<file path="src/rtl/rcpu_pkg.sv">
// rcpu_pkg: shared encodings for the RCPU control path.
//   - ALU operation codes driven on alu_op
//   - mc_ctrl state encodings (also visible on the debug state port)
//   - opcode / funct field constants for the supported instructions
//   - alu_src_b and pc_src select encodings
package rcpu_pkg;

  typedef enum logic [2:0] {
    ALU_AND  = 3'b000,
    ALU_OR   = 3'b001,
    ALU_XOR  = 3'b010,
    ALU_NOR  = 3'b011,
    ALU_ADD  = 3'b100,
    ALU_SUB  = 3'b101,
    ALU_SLTU = 3'b110,
    ALU_SLL  = 3'b111
  } alu_op_e;

  typedef enum logic [3:0] {
    S_IDLE     = 4'd0,
    S_FETCH    = 4'd1,
    S_DECODE   = 4'd2,
    S_EXEC     = 4'd3,
    S_EXEC_I   = 4'd4,
    S_ALU_WB   = 4'd5,
    S_MEM_ADDR = 4'd6,
    S_MEM_RD   = 4'd7,
    S_MEM_WB   = 4'd8,
    S_MEM_WR   = 4'd9,
    S_BRANCH   = 4'd10,
    S_JUMP     = 4'd11,
    S_HALT     = 4'd12
  } state_e;

  localparam logic [5:0] OP_RTYPE = 6'h00;
  localparam logic [5:0] OP_J     = 6'h02;
  localparam logic [5:0] OP_BEQ   = 6'h04;
  localparam logic [5:0] OP_ADDI  = 6'h08;
  localparam logic [5:0] OP_SLTIU = 6'h0B;
  localparam logic [5:0] OP_ANDI  = 6'h0C;
  localparam logic [5:0] OP_ORI   = 6'h0D;
  localparam logic [5:0] OP_XORI  = 6'h0E;
  localparam logic [5:0] OP_LW    = 6'h23;
  localparam logic [5:0] OP_SW    = 6'h2B;

  localparam logic [5:0] FN_SLLV  = 6'h04;
  localparam logic [5:0] FN_ADD   = 6'h20;
  localparam logic [5:0] FN_SUB   = 6'h22;
  localparam logic [5:0] FN_AND   = 6'h24;
  localparam logic [5:0] FN_OR    = 6'h25;
  localparam logic [5:0] FN_XOR   = 6'h26;
  localparam logic [5:0] FN_NOR   = 6'h27;
  localparam logic [5:0] FN_SLTU  = 6'h2B;

  localparam logic [1:0] SRC_B_REG  = 2'b00;
  localparam logic [1:0] SRC_B_FOUR = 2'b01;
  localparam logic [1:0] SRC_B_IMM  = 2'b10;
  localparam logic [1:0] SRC_B_BOFS = 2'b11;

  localparam logic [1:0] PC_SRC_ALU    = 2'b00;
  localparam logic [1:0] PC_SRC_ALUOUT = 2'b01;
  localparam logic [1:0] PC_SRC_JUMP   = 2'b10;

endpackage

</file>
<file path="src/rtl/alu_op_decode.sv">
// alu_op_decode: combinational ALU-operation decode for R-type and
// immediate ALU instructions.
//   opcode, funct : instruction fields IR[31:26], IR[5:0]
//   alu_op        : ALU operation code (ADD when not an ALU instruction)
//   ext_zero      : immediate is zero-extended (andi/ori/xori)
//   ovf_chk       : signed overflow suppresses writeback (add/sub/addi)
//   legal         : opcode/funct pair is a supported ALU instruction
module alu_op_decode
  import rcpu_pkg::*;
(
  input  logic [5:0] opcode,
  input  logic [5:0] funct,
  output logic [2:0] alu_op,
  output logic       ext_zero,
  output logic       ovf_chk,
  output logic       legal
);

  always_comb begin
    alu_op   = ALU_ADD;
    ext_zero = 1'b0;
    ovf_chk  = 1'b0;
    legal    = 1'b1;
    if (opcode == OP_RTYPE) begin
      case (funct)
        FN_ADD:  begin alu_op = ALU_ADD; ovf_chk = 1'b1; end
        FN_SUB:  begin alu_op = ALU_SUB; ovf_chk = 1'b1; end
        FN_AND:  alu_op = ALU_AND;
        FN_OR:   alu_op = ALU_OR;
        FN_XOR:  alu_op = ALU_XOR;
        FN_NOR:  alu_op = ALU_NOR;
        FN_SLTU: alu_op = ALU_SLTU;
        FN_SLLV: alu_op = ALU_SLL;
        default: legal  = 1'b0;
      endcase
    end else begin
      case (opcode)
        OP_ADDI:  begin alu_op = ALU_ADD; ovf_chk  = 1'b1; end
        OP_SLTIU: alu_op = ALU_SLTU;
        OP_ANDI:  begin alu_op = ALU_AND; ext_zero = 1'b1; end
        OP_ORI:   begin alu_op = ALU_OR;  ext_zero = 1'b1; end
        OP_XORI:  begin alu_op = ALU_XOR; ext_zero = 1'b1; end
        default:  legal = 1'b0;
      endcase
    end
  end

endmodule

</file>
<file path="src/rtl/mc_ctrl.sv">
// mc_ctrl: multi-cycle Moore control unit for the RCPU datapath.
//   clk, rst_n      : clock, asynchronous active-low reset
//   opcode, funct   : instruction fields (stable from DECODE to next FETCH)
//   zf, of          : combinational ALU zero / signed-overflow flags
//   alu_op          : ALU operation code
//   alu_src_a/b     : ALU operand selects; ext_zero: immediate extension
//   i_or_d          : memory address select (PC / ALUOut)
//   mem_read/write  : memory strobes; ir_write: load IR
//   pc_we, pc_src   : PC write enable (zf-qualified in BRANCH), PC source
//   reg_write, reg_dst, mem_to_reg : register-file writeback controls
//   ovf_trap        : pulse when an overflowing writeback is suppressed
//   illegal         : high while halted on an unsupported instruction
//   retired         : completed-instruction count, wraps at 2^CNT_W
//   state           : current state code (debug)
module mc_ctrl
  import rcpu_pkg::*;
#(
  parameter int CNT_W = 32
) (
  input  logic             clk,
  input  logic             rst_n,
  input  logic [5:0]       opcode,
  input  logic [5:0]       funct,
  input  logic             zf,
  input  logic             of,
  output logic [2:0]       alu_op,
  output logic             alu_src_a,
  output logic [1:0]       alu_src_b,
  output logic             ext_zero,
  output logic             i_or_d,
  output logic             mem_read,
  output logic             mem_write,
  output logic             ir_write,
  output logic             pc_we,
  output logic [1:0]       pc_src,
  output logic             reg_write,
  output logic             reg_dst,
  output logic             mem_to_reg,
  output logic             ovf_trap,
  output logic             illegal,
  output logic [CNT_W-1:0] retired,
  output logic [3:0]       state
);

  state_e           state_q, state_d;
  logic             run_q;
  logic             ovf_q;
  logic [CNT_W-1:0] retired_q;

  logic [2:0] dec_alu_op;
  logic       dec_ext_zero;
  logic       dec_ovf_chk;
  logic       dec_legal;

  alu_op_decode u_alu_op_decode (
    .opcode   (opcode),
    .funct    (funct),
    .alu_op   (dec_alu_op),
    .ext_zero (dec_ext_zero),
    .ovf_chk  (dec_ovf_chk),
    .legal    (dec_legal)
  );

  // run_q holds the FSM in IDLE for one extra edge after reset release,
  // so FETCH is entered on the second rising edge after deassertion.
  always_ff @(posedge clk or negedge rst_n) begin
    if (!rst_n) begin
      state_q   <= S_IDLE;
      run_q     <= 1'b0;
      ovf_q     <= 1'b0;
      retired_q <= '0;
    end else begin
      state_q <= state_d;
      run_q   <= 1'b1;
      // Overflow is only meaningful for the cycle right after EXEC/EXEC_I.
      if (state_q == S_EXEC || state_q == S_EXEC_I)
        ovf_q <= of & dec_ovf_chk;
      else
        ovf_q <= 1'b0;
      if (state_q == S_ALU_WB || state_q == S_MEM_WB || state_q == S_MEM_WR ||
          state_q == S_BRANCH || state_q == S_JUMP)
        retired_q <= retired_q + CNT_W'(1);
    end
  end

  always_comb begin
    state_d    = state_q;
    alu_op     = ALU_ADD;
    alu_src_a  = 1'b0;
    alu_src_b  = SRC_B_REG;
    ext_zero   = 1'b0;
    i_or_d     = 1'b0;
    mem_read   = 1'b0;
    mem_write  = 1'b0;
    ir_write   = 1'b0;
    pc_we      = 1'b0;
    pc_src     = PC_SRC_ALU;
    reg_write  = 1'b0;
    reg_dst    = 1'b0;
    mem_to_reg = 1'b0;
    ovf_trap   = 1'b0;
    illegal    = 1'b0;
    case (state_q)
      S_IDLE: begin
        if (run_q) state_d = S_FETCH;
      end
      S_FETCH: begin
        mem_read  = 1'b1;
        ir_write  = 1'b1;
        alu_src_b = SRC_B_FOUR;
        pc_we     = 1'b1;
        pc_src    = PC_SRC_ALU;
        state_d   = S_DECODE;
      end
      S_DECODE: begin
        // ALU precomputes PC + (sext(imm) << 2) for a possible branch.
        alu_src_b = SRC_B_BOFS;
        case (opcode)
          OP_RTYPE:                                    state_d = S_EXEC;
          OP_LW, OP_SW:                                state_d = S_MEM_ADDR;
          OP_BEQ:                                      state_d = S_BRANCH;
          OP_J:                                        state_d = S_JUMP;
          OP_ADDI, OP_SLTIU, OP_ANDI, OP_ORI, OP_XORI: state_d = S_EXEC_I;
          default:                                     state_d = S_HALT;
        endcase
      end
      S_EXEC: begin
        alu_src_a = 1'b1;
        alu_src_b = SRC_B_REG;
        alu_op    = dec_alu_op;
        state_d   = dec_legal ? S_ALU_WB : S_HALT;
      end
      S_EXEC_I: begin
        alu_src_a = 1'b1;
        alu_src_b = SRC_B_IMM;
        alu_op    = dec_alu_op;
        ext_zero  = dec_ext_zero;
        state_d   = S_ALU_WB;
      end
      S_ALU_WB: begin
        reg_write = ~ovf_q;
        reg_dst   = (opcode == OP_RTYPE);
        ovf_trap  = ovf_q;
        state_d   = S_FETCH;
      end
      S_MEM_ADDR: begin
        alu_src_a = 1'b1;
        alu_src_b = SRC_B_IMM;
        state_d   = (opcode == OP_SW) ? S_MEM_WR : S_MEM_RD;
      end
      S_MEM_RD: begin
        mem_read = 1'b1;
        i_or_d   = 1'b1;
        state_d  = S_MEM_WB;
      end
      S_MEM_WB: begin
        reg_write  = 1'b1;
        mem_to_reg = 1'b1;
        state_d    = S_FETCH;
      end
      S_MEM_WR: begin
        mem_write = 1'b1;
        i_or_d    = 1'b1;
        state_d   = S_FETCH;
      end
      S_BRANCH: begin
        alu_src_a = 1'b1;
        alu_src_b = SRC_B_REG;
        alu_op    = ALU_SUB;
        pc_src    = PC_SRC_ALUOUT;
        pc_we     = zf;
        state_d   = S_FETCH;
      end
      S_JUMP: begin
        pc_we   = 1'b1;
        pc_src  = PC_SRC_JUMP;
        state_d = S_FETCH;
      end
      S_HALT: begin
        illegal = 1'b1;
      end
      default: state_d = S_HALT;
    endcase
  end

  assign retired = retired_q;
  assign state   = state_q;

endmodule

</file>
<file path="config.mk">
export PLATFORM = sky130hd
export DESIGN_NAME = mc_ctrl
export DESIGN_NICKNAME = d
export VERILOG_FILES = /design/src/rtl/rcpu_pkg.sv /design/src/rtl/alu_op_decode.sv /design/src/rtl/mc_ctrl.sv
export SDC_FILE = /design/constraint.sdc
export NUM_CORES = 1
export LEC_CHECK = 0
export ABC_AREA = 1
export CORE_UTILIZATION = 48
export DETAILED_ROUTE_END_ITERATION = 12
export GPL_TIMING_DRIVEN = 0
export HOLD_SLACK_MARGIN = 0.05
export PLACE_DENSITY = 0.78
export SYNTH_ARGS = -nofsm -noshare
export SYNTH_HDL_FRONTEND = slang
export SYNTH_HIERARCHICAL = 1
export SYNTH_SLANG_ARGS = --single-unit
</file>
<file path="constraint.sdc">
create_clock -name clk -period 3.1 [get_ports clk]
set_input_delay 0.62 -clock clk [delete_from_list [all_inputs] [get_ports clk]]
set_output_delay 0.62 -clock clk [all_outputs]
set_load 0.01 [all_outputs]
</file>
==> results of run 1 <==
==> critical path, cell delays in order <==
cell             delay [ps]
clkdlybuf4s50_1         480
nor2_4                  200
nand4_1                 160
inv_1                   100
o21ai_0                  70
or2_2                   300
clkdlybuf4s50_1         480
==> cells in the mapped netlist (all sizes together) <==
cell type	number
nand3b	3
conb	1
or2	1
nor4	1
buf	4
nor3	3
xor2	6
nand3	29
nand4	6
xnor2	8
dfrtp	38
inv	61
nor2	97
o22ai	2
a21oi	3
o211ai	1
nand2	202
ha	1
or3	1
o21ai	8
a211o	1
o31ai	1
==> power by group through the flow <==
stage               logic, W  registers, W  clock network [W]
floorplan           0.000471      0.000645                  0
global placement    0.000843      0.000635                  0
detailed placement  0.000855      0.000634                  0
CTS                 0.000858      0.000626           0.000333
global route        0.000923      0.000635           0.000357
finish              0.000851      0.000626           0.000324
==> cells by family (layout without fill, tap and decap cells) <==
| group | Yosys count | in the layout |
|---|---|---|
| buffers and inverters | 65 | 142 |
| AOI/OAI and AO/OA | 16 | 16 |
| other | 1 | 1 |
| adders and majority gates | 1 | 1 |
| and+or+nand+nor | 343 | 343 |
| DFF | 38 | 38 |
| xor gates and xnor gates | 14 | 14 |
==> state kept, by name, summed over array words and instances, names as in the netlist <==
register	count
run_q	1
state	4
retired	32
ovf_q	1
==> final cells by class <==
cell class / instances / area [um2] / share of cell area, %
well taps: 75 / 93.84 / 2.458
flip-flops and latches: 38 / 950.9 / 24.91
multi-input cells: 375 / 1732 / 45.36
clock buffers: 7 / 76.32 / 1.999
plain buffers: 4 / 35.03 / 0.9177
repair buffers: 70 / 700.7 / 18.35
inverters: 61 / 229.0 / 5.998
==> per-layer routing <==
layer	track usage (%)	part of all wire [%]
met5	0	0
met4	11.61	2.3
met3	4.091	3.9
met2	48.80	51
met1	27.75	43
==> worst max path at each step <==
| stage | end | slack (ps) | from | cells after the start |
|---|---|---|---|---|
| floorplan | alu_op[0] | 1080 | opcode[5] | 6 |
| global placement | alu_op[0] | -9 | opcode[3] | 9 |
| detailed placement | alu_op[0] | -50 | opcode[3] | 9 |
| CTS | alu_op[2] | 10 | opcode[2] | 7 |
| global route | alu_op[2] | 0.7 | opcode[4] | 7 |
| finish | alu_op[2] | 70 | opcode[4] | 7 |
==> timing repair <==
| action | 4_1_cts | 5_1_grt |
|---|---|---|
| endpoints found under the setup margin | 2 | 2 |
| resized for setup | 3 | 4 |
| pin swaps | 1 | 1 |
==> stage by stage <==
stage          setup TNS [ps]  hold slack [ps]  setup WS, ps
2_1_floorplan               0            324.4          1081
3_3_place_gp           -16.70            504.4        -8.645
3_5_place_dp           -62.63            511.2        -45.57
4_1_cts                     0            466.1         10.41
5_1_grt                     0            501.5        0.7125
6_report                    0            431.6         72.53
==> key figures, run 1 <==
Yosys
  – Avg Inst Size Synth: 6.149 um2
  – Synth Area in Adders: 0.4257%
  – Post-Synth XOR/XNOR Area: 4.172%
  – Top cells by area, synth: dfrtp_1 (32%), nand2_1 (25%), nor2_1 (11%)
  – Synth cell types: 34
  – Post-Syn Instances: 478
  – Mapped cell area: 2939 um2
  – FF+latch count, synth: 38
  – Compound-cell area share of the yosys netlist: 3.108%
  – Seq/Total Area, Yosys: 32.35%
  – Synth Warn #: 6
  – Mapped Nets: 495
  – Synth top area share: 32.35%
  – Largest family of logic cells by synthesized area: simple AND/OR/NAND/NOR gates
  – Post-synthesis mux area share: 0%
  – Fraction of the mapped netlist area in simple logic gates: 50.83%
  – Largest area contributor in the netlist: dfrtp_1

Timing
  – Fmax: 0.3303 GHz
  – Final Hold Viols: 0
  – Fin crit share: 97.66%
  – RSZ-0062 raised after global routing: no
  – Max-slew violation count: 0
  – Max-slew headroom: 44.25%
  – Post-Route Skew: 4.532 ps
  – Endpoints failing setup: 0
  – Worst slew pin tran: 836.3 ps
  – Min Tclk post-route: 3027 ps

Clock network
  – Htree depth: 2
  – Clk_lat worst skew: 290 ps
  – Number of setup buffers added after CTS: 0
  – CTS tree: done
  – Clk root buf: clkbuf_8
  – Hold_buf cts: 0
  – CTS clk-pin slew, worst paths: 70 ps
  – Clock sinks: 38
  – CTS max path bufs: 2
  – Num CTS Buffers: 5

Pwr
  – P_leak: 1.792 nW
  – Seq pwr share: 34.8%
  – Total Power: 0.001801 W
  – Net Sw Power: 0.0007195 W
  – Max VDD drop: 0.4610 mV
  – Clock Power Share: 18.0%
  – Pwr/cell area: 471.7 nW/um2
  – Int Pwr: 0.001081 W
  – Switching share of total power: 39.96%
  – Comb power frac: 47.3%

Global routing
  – Largest net degree at the start of global routing: 39
  – First-pass GRT wire length: 13,020 um
  – Vias in the first global route: 3,117
  – Initial antenna violation count: 0
  – GRT Overall Usage: 25.75%
  – Total gr overflow: 0

Outcome
  – Run status: complete, but fails checks
  – Failing checks: design-rule violations

Placed design
  – IO buf count: 70
  – Placed insts: 623
  – Gp weighted congestion: 0.8859
  – Dpl cell area: 3729 um2
  – Post-DP HPWL: 5946 um

Detailed routing
  – Total number of vias: 3,154
  – First DRT Iteration DRCs: 179
  – First drt pass iteration count: 8
  – Wirelength per Cell: 11.76 um
  – Routed Antenna Nets: 0
  – Drc violations: 1
  – Total routed wirelength: 7407 um
  – Via density: 5.006

Hold path
  – Hold Crit Class: primary input to asynchronous set/reset pin

Floorplanning
  – Starting density of the core: 49.64%
  – Ports: 71
  – Die ar.: 6440 um2
  – Core ar.: 5921 um2
  – Height of the die: 80.25 um
  – Die Span X: 80.25 um
  – Row Count: 28

Cells and area
  – Post-layout util: 64.48%
  – Antenna diodes: 0
  – Most frequent cells in the layout: nand2_1 (197), nor2_1 (85), clkdlybuf4s50_1 (64), inv_1 (59), dfrtp_1 (38)
  – Leading cell type in the layout, fill and taps excluded: nand2_1
  – Fin nets: 572
  – Final Non-Filler Cells: 630
  – Share of layout cells above drive strength 1: 6.306%
  – Number of fill cells: 559
  – Design area: 3817 um2
  – Area grow syn2layout: 29.89%

Setup path
  – Worst reg2reg path startpoint: retired[0]
  – Worst Reg-to-Reg Cells: 8
  – CP arrival: 2410 ps
  – WS Path Type: primary input to primary output
  – Critical path peak fanout: 5
  – Critical Path Source Type: primary input
  – Worst R2R End: retired[24]
  – Worst endpoint required time: 2480 ps
  – Flop2flop setup slack: 1510 ps
  – Setup crit end kind: primary output

Job
  – Max_cap viols: 0
Power figures use the tool's default switching activity.
==> inputs of run 2 (changes only) <==
--- a/config.mk
+++ b/config.mk
@@ -6,6 +6,7 @@
 export NUM_CORES = 1
 export LEC_CHECK = 0
 export ABC_AREA = 1
+export CORE_MARGIN = 10
 export CORE_UTILIZATION = 48
 export DETAILED_ROUTE_END_ITERATION = 12
 export GPL_TIMING_DRIVEN = 0
==> constraint.sdc (replaced) <==
create_clock -name clk -period 3.6 [get_ports clk]
set_input_delay 0.72 -clock clk [delete_from_list [all_inputs] [get_ports clk]]
set_output_delay 0.72 -clock clk [all_outputs]
set_load 0.01 [all_outputs]
==> run 2 against run 1 <==
  * Clock power down 14%
  * Clock-buffer cell count unchanged
  * The flow now finishes without violations
  * Combinational power down 13%
  * Non-clock buffer count unchanged
  * Power down 13%
  * Hold slack better by 83 ps
  * Core utilization down 0.21 points
  * Global-route usage down 9.0 points
  * Flip-flop and latch count unchanged
  * Largest power group unchanged
  * Cell area down 0.33%
  * Register-to-register slack better by 500 ps
  * First-iteration DRC count down 11%
==> key figures, run 2 (same netlist as run 1, synthesis figures left out) <==
Pwr
  – Switching share of total power: 40.32% (+0.35 points)
  – Pwr/cell area: 410.7 nW/um2 (-13%)
  – Net Sw Power: 0.0006300 W (-12%)
  – Int Pwr: 0.0009326 W (-14%)
  – Clock Power Share: 17.9% (about the same)
  – P_leak: 1.749 nW (-2.4%)
  – Comb power frac: 47.6% (+0.3 points)
  – Seq pwr share: 34.5% (-0.3 points)
  – Max VDD drop: 0.3556 mV (-23%)

Placed design
  – Gp weighted congestion: 0.9328 (+5.3%)
  – Post-DP HPWL: 6574 um (+11%)
  – IO buf count: 70 (unchanged)

Global routing
  – Initial antenna violation count: 0 (unchanged)
  – Vias in the first global route: 3,083 (-1.1%)
  – First-pass GRT wire length: 13,890 um (+6.7%)
  – GRT Overall Usage: 16.78% (-9.0 points)
  – Total gr overflow: 0 (unchanged)
  – Largest net degree at the start of global routing: 39 (unchanged)

Setup path
  – CP max stage cell: clkdlybuf4s50_1
  – CP arrival: 2610 ps (+200 ps)
  – Most common cell on crit path: nor2_1
  – Critical path peak fanout: 7 (+2)
  – Setup crit end kind: primary output
  – Critical Path Source Type: primary input
  – Worst Reg-to-Reg Cells: 8 (unchanged)
  – Crit-path max cell delay: 560 ps (+80 ps)
  – Worst path cell trace: clkdlybuf4s50_1 -> nor2_1 -> nand3_1 -> inv_2 -> o21ai_1 -> nand2_1 -> nor2_1 -> nor2_1 -> clkdlybuf4s50_1
  – WS Path Type: primary input to primary output
  – Crit path from: opcode[1]
  – Worst reg2reg path startpoint: retired[1]
  – Worst R2R End: retired[24]
  – Worst endpoint required time: 2880 ps (+400 ps)
  – Critical path destination: alu_op[0]
  – Flop2flop setup slack: 2010 ps (+500 ps)

Timing
  – Max-slew violation count: 0 (unchanged)
  – Fin crit share: 92.53%
  – RSZ-0062 raised after global routing: no
  – Post-Route Skew: 6.096 ps (+1.565 ps)
  – Min Tclk post-route: 3331 ps
  – Fmax: 0.3002 GHz
  – Final Hold Viols: 0 (unchanged)
  – Setup TNS: 0 ps (unchanged)
  – Max-slew headroom: 44.16% (-0.093 points)
  – Endpoints failing setup: 0 (unchanged)
  – Worst slew pin tran: 837.7 ps (+1.394 ps)

Job
  – Max_cap viols: 0 (unchanged)

Cells and area
  – Leading cell type in the layout, fill and taps excluded: nand2_1
  – Share of layout cells above drive strength 1: 5.946% (-0.36 points)
  – Max FFs per register: 32 (unchanged)
  – Most frequent cells in the layout: nand2_1 (197), nor2_1 (86), clkdlybuf4s50_1 (69), inv_1 (59), dfrtp_1 (38)
  – Antenna diodes: 0 (unchanged)
  – Area grow syn2layout: 29.46%
  – Post-layout util: 64.26% (-0.21 points)
  – Fin nets: 572 (unchanged)

Floorplanning
  – Die Span X: 98.25 um (+22%)
  – Core ar.: 5921 um2 (unchanged)
  – Ports: 71 (unchanged)
  – Height of the die: 98.25 um (+22%)
  – Die ar.: 9653 um2 (+50%)
  – Row Count: 28 (unchanged)
  – Starting density of the core: 49.64% (unchanged)

Clock network
  – Clk_lat worst skew: 290 ps (about the same)
  – Hold_buf cts: 0 (unchanged)
  – Resize count post-CTS: 0 (-3)
  – CTS clk-pin slew, worst paths: 70 ps (about the same)
  – Htree depth: 2 (unchanged)
  – Clock sinks: 38 (unchanged)
  – CTS max path bufs: 2 (unchanged)
  – Clk root buf: clkbuf_8
  – CTS tree: done
  – Number of setup buffers added after CTS: 0 (unchanged)
  – Num CTS Buffers: 5 (unchanged)

Detailed routing
  – First DRT Iteration DRCs: 159 (-11%)
  – Drc violations: 0 (-1)
  – Wirelength per Cell: 12.85 um (+9.3%)
  – First drt pass iteration count: 4 (-4)
  – Max Used Layer: met4
  – Met3 Wirelength: 602 um (+110%)
  – DRT met1 WL: 3242 um (+1.9%)
  – Routed wl met2: 4014 um (+6.8%)
  – Total number of vias: 3,164 (+0.32%)
  – Routed Antenna Nets: 0 (unchanged)
  – Total routed wirelength: 8097 um (+9.3%)
  – Via density: 5.022 (+0.32%)

Hold path
  – Hold Startpoint: retired[10]
  – Hold Crit Class: flip-flop to flip-flop

Outcome
  – Run status: completed
## run 2: cell types whose count changed in the layout (fill, tap and decap cells not counted)
| cell | change |
|---|---|
| clkdlybuf4s50_1 | +5 |
| dlymetal6s2s_1 | -3 |
| dlygate4sd2_1 | -2 |
| nand3_1 | +1 |
| nand3_2 | -1 |
| nor2_1 | +1 |
| nor2_2 | -1 |
## run 2: layout make-up
class	count	area (um2)
plain buffers	4	35.03
well taps	75	93.84
flip-flops and latches	38	950.9
multi-input cells	375	1724
repair buffers	70	695.7
inverters	61	229.0
clock buffers	7	76.32
fillers	558	2116
## run 2: worst min-delay path by stage
stage / slack, ps / cells past startpoint / endpoint
2_1_floorplan: 420 / 0 / ovf_q
3_3_place_gp: 500 / 1 / retired[13]
3_5_place_dp: 510 / 1 / retired[12]
4_1_cts: 520 / 1 / retired[14]
5_1_grt: 540 / 1 / retired[14]
6_report: 510 / 1 / retired[10]
## run 2: per-layer routing
| layer | up-vias | track usage [%] |
|---|---|---|
| met4 | 0 | 7.828 |
| met5 | - | 0 |
| li1 | 1618 | - |
| met2 | 99 | 29.70 |
| met1 | 1427 | 17.70 |
| met3 | 20 | 5.285 |
## run 2: stage by stage
step	power, W	std cells	setup slack [ps]	instance area (um2)	hold WS (ps)
2_1_floorplan	0.0009609	478	1381	2939	424.4
3_3_place_gp	0.001287	623	295.6	3734	504.6
3_5_place_dp	0.001297	623	286.4	3729	510.6
4_1_cts	0.001580	630	264.8	3805	521.7
5_1_grt	0.001676	630	116.1	3805	542.7
6_report	0.001563	630	269.0	3805	514.4
## run 2: critical path: cells and delay by family
| family | cells | cell delay [ps] |
|---|---|---|
| compound gates | 1 | 80 |
| buf+inv | 3 | 1190 |
| simple gates | 5 | 630 |
## run 2: power groups by stage
stage	clock network [W]	registers [W]	logic [W]
2_1_floorplan	0	0.000555	0.000406
3_3_place_gp	0	0.000545	0.000742
3_5_place_dp	0	0.000546	0.000752
4_1_cts	0.000285	0.000538	0.000756
5_1_grt	0.000307	0.000547	0.000822
6_report	0.000280	0.000539	0.000744
==> inputs of run 3 (changes only) <==
--- a/config.mk
+++ b/config.mk
@@ -9,7 +9,6 @@
 export CORE_MARGIN = 10
 export CORE_UTILIZATION = 48
 export DETAILED_ROUTE_END_ITERATION = 12
-export GPL_TIMING_DRIVEN = 0
 export HOLD_SLACK_MARGIN = 0.05
 export PLACE_DENSITY = 0.78
 export SYNTH_ARGS = -nofsm -noshare
==> run 3 against run 2 <==
  * Flip-flop and latch count unchanged
  * Critical path depth fell by 2
  * Via count shrank 1.6%
  * Cell area down 0.76%
  * Clock power increased by 5%
  * Die area did not move
  * Largest power group unchanged
  * Hold slack got worse by 1.0 ps
  * Sequential power is 3% higher
  * Clock skew increased by 2.0 ps
  * Highest routed layer unchanged
  * Critical endpoint is now alu_op[2]
  * Setup slack lost 21 ps
  * Largest cell class unchanged
  * Register-to-register slack got worse by 20 ps
==> key figures, run 3 (same netlist as run 1, synthesis figures left out) <==
Outcome
  – Run status: completed

Placed design
  – IO buf count: 70 (unchanged)
  – Gp weighted congestion: 0.9220 (-1.2%)
  – Setup Slack @ Placement: 275.4 ps (-11.02 ps)
  – Post-DP HPWL: 6544 um (-0.47%)

Global routing
  – First-pass GRT wire length: 13,790 um (-0.74%)
  – GRT Overall Usage: 16.62% (-0.16 points)
  – Largest net degree at the start of global routing: 39 (unchanged)
  – Total gr overflow: 0 (unchanged)
  – Vias in the first global route: 3,015 (-2.2%)
  – Initial antenna violation count: 0 (unchanged)

Setup path
  – Setup crit end kind: primary output
  – CP max stage cell: clkdlybuf4s50_1
  – Critical path peak fanout: 8 (+1)
  – Crit-path max cell delay: 560 ps (about the same)
  – Worst endpoint required time: 2880 ps (about the same)
  – WS Path Type: primary input to primary output
  – CP arrival: 2630 ps (+20 ps)
  – Worst path cell trace: clkdlybuf4s50_1 -> nor2_1 -> nand3_1 -> inv_2 -> o21ai_0 -> or2_2 -> clkdlybuf4s50_1
  – Most common cell on crit path: clkdlybuf4s50_1
  – Critical Path Source Type: primary input

Timing
  – Setup ws final: 247.8 ps (-21.15 ps)
  – RSZ-0062 raised after global routing: no
  – Max-slew violation count: 0 (unchanged)
  – Hold Slack: 513.3 ps (-1.014 ps)
  – Post-Route Skew: 8.085 ps (+1.988 ps)
  – Fmax: 0.2983 GHz (-0.63%)
  – Worst slew pin tran: 843.1 ps (+5.396 ps)
  – Setup TNS: 0 ps (unchanged)
  – Max-slew headroom: 43.80% (-0.36 points)
  – Fin crit share: 93.12% (+0.59 points)
  – Min Tclk post-route: 3352 ps (+21.15 ps)
  – Endpoints failing setup: 0 (unchanged)
  – Final Hold Viols: 0 (unchanged)

Floorplanning
  – Die Span X: 98.25 um (unchanged)
  – Starting density of the core: 49.64% (unchanged)
  – Row Count: 28 (unchanged)
  – Die ar.: 9653 um2 (unchanged)
  – Core ar.: 5921 um2 (unchanged)
  – Ports: 71 (unchanged)
  – Height of the die: 98.25 um (unchanged)

Clock network
  – Number of setup buffers added after CTS: 0 (unchanged)
  – Hold_buf cts: 0 (unchanged)
  – CTS max path bufs: 2 (unchanged)
  – Clk_lat worst skew: 290 ps (about the same)
  – Clock sinks: 38 (unchanged)
  – CTS clk-pin slew, worst paths: 80 ps (about the same)
  – CTS tree: done
  – Clk root buf: clkbuf_8
  – Num CTS Buffers: 5 (unchanged)
  – Resize count post-CTS: 0 (unchanged)
  – Htree depth: 2 (unchanged)

Pwr
  – Pwr/cell area: 408.0 nW/um2 (-0.65%)
  – Max VDD drop: 0.2883 mV (-19%)
  – P_leak: 1.733 nW (-0.88%)

Cells and area
  – Fin nets: 568 (-0.70%)
  – Area grow syn2layout: 28.48%
  – Antenna diodes: 0 (unchanged)
  – Number of fill cells: 568 (+1.8%)
  – Most frequent cells in the layout: nand2_1 (197), nor2_1 (86), clkdlybuf4s50_1 (69), inv_1 (59), dfrtp_1 (38)
  – Share of layout cells above drive strength 1: 5.455% (-0.49 points)
  – Post-layout util: 63.78% (-0.49 points)
  – Max FFs per register: 32 (unchanged)
  – Leading cell type in the layout, fill and taps excluded: nand2_1

Detailed routing
  – Total routed wirelength: 8146 um (+0.61%)
  – Via density: 4.979 (-0.86%)
  – Wirelength per Cell: 13.03 um (+1.4%)
  – Total number of vias: 3,112 (-1.6%)
  – Drc violations: 0 (unchanged)
  – Routed Antenna Nets: 0 (unchanged)
  – First DRT Iteration DRCs: 175 (+10%)
  – First drt pass iteration count: 5 (+1)

Job
  – Max_cap viols: 0 (unchanged)

Hold path
  – Hold Crit Class: flip-flop to flip-flop
-- run 3: cell types whose count changed in the layout (fill, tap and decap cells not counted) --
cell	previous run	this run
buf_2	2	1
buf_4	2	0
buf_8	1	0
clkbuf_1	2	0
clkbuf_8	5	6
-- run 3: final cells by class --
cell class                      count  area, um2  share of cell area, %
Multi-Input combinational cell    375       1724                  45.66
Sequential cell                    38      950.9                  25.18
Timing Repair Buffer               70      695.7                  18.42
Inverter                           61      229.0                  6.064
Tap cell                           75      93.84                  2.485
Clock buffer                        6      82.58                  2.187
-- run 3: critical path: cells and delay by family --
family	cells	cell delay, ps
AND/OR/NAND/NOR	3	650
AO/OA/AOI/OAI	1	80
buffers and inverters	3	1160
-- run 3: worst paths after layout --
kind,depth (start not counted),slack (ps),start,endpoint
max,7,250,opcode[3],alu_op[2]
min,1,510,retired[13],retired[13]
max reg2reg,8,1990,retired[0],retired[16]
min reg2reg,1,510,retired[13],retired[13]
max in group asynchronous,1,2540,rst_n,run_q
min in group asynchronous,1,530,rst_n,retired[13]
-- run 3: layer usage --
| metal | share of wire (%) | track usage (%) |
|---|---|---|
| met5 | 0 | 0 |
| met4 | 1.6 | 5.623 |
| met3 | 6.3 | 4.369 |
| met2 | 50 | 29.19 |
| met1 | 42 | 19.02 |
-- run 3: where the power goes --
group / switching (W) / total [W] / internal, W
Combinational: 0.000399 / 0.000692 / 0.000293
Sequential: 0.0000814 / 0.000555 / 0.000473
Clock: 0.000146 / 0.000294 / 0.000148
-- run 3: stage by stage --
stage / cell area (um2) / power (W) / instances
floorplan: 2939 / 0.0009609 / 478
detailed placement: 3694 / 0.001258 / 619
global route: 3776 / 0.001638 / 625
CTS: 3776 / 0.001553 / 625
global placement: 3694 / 0.001245 / 619
finish: 3776 / 0.001541 / 625
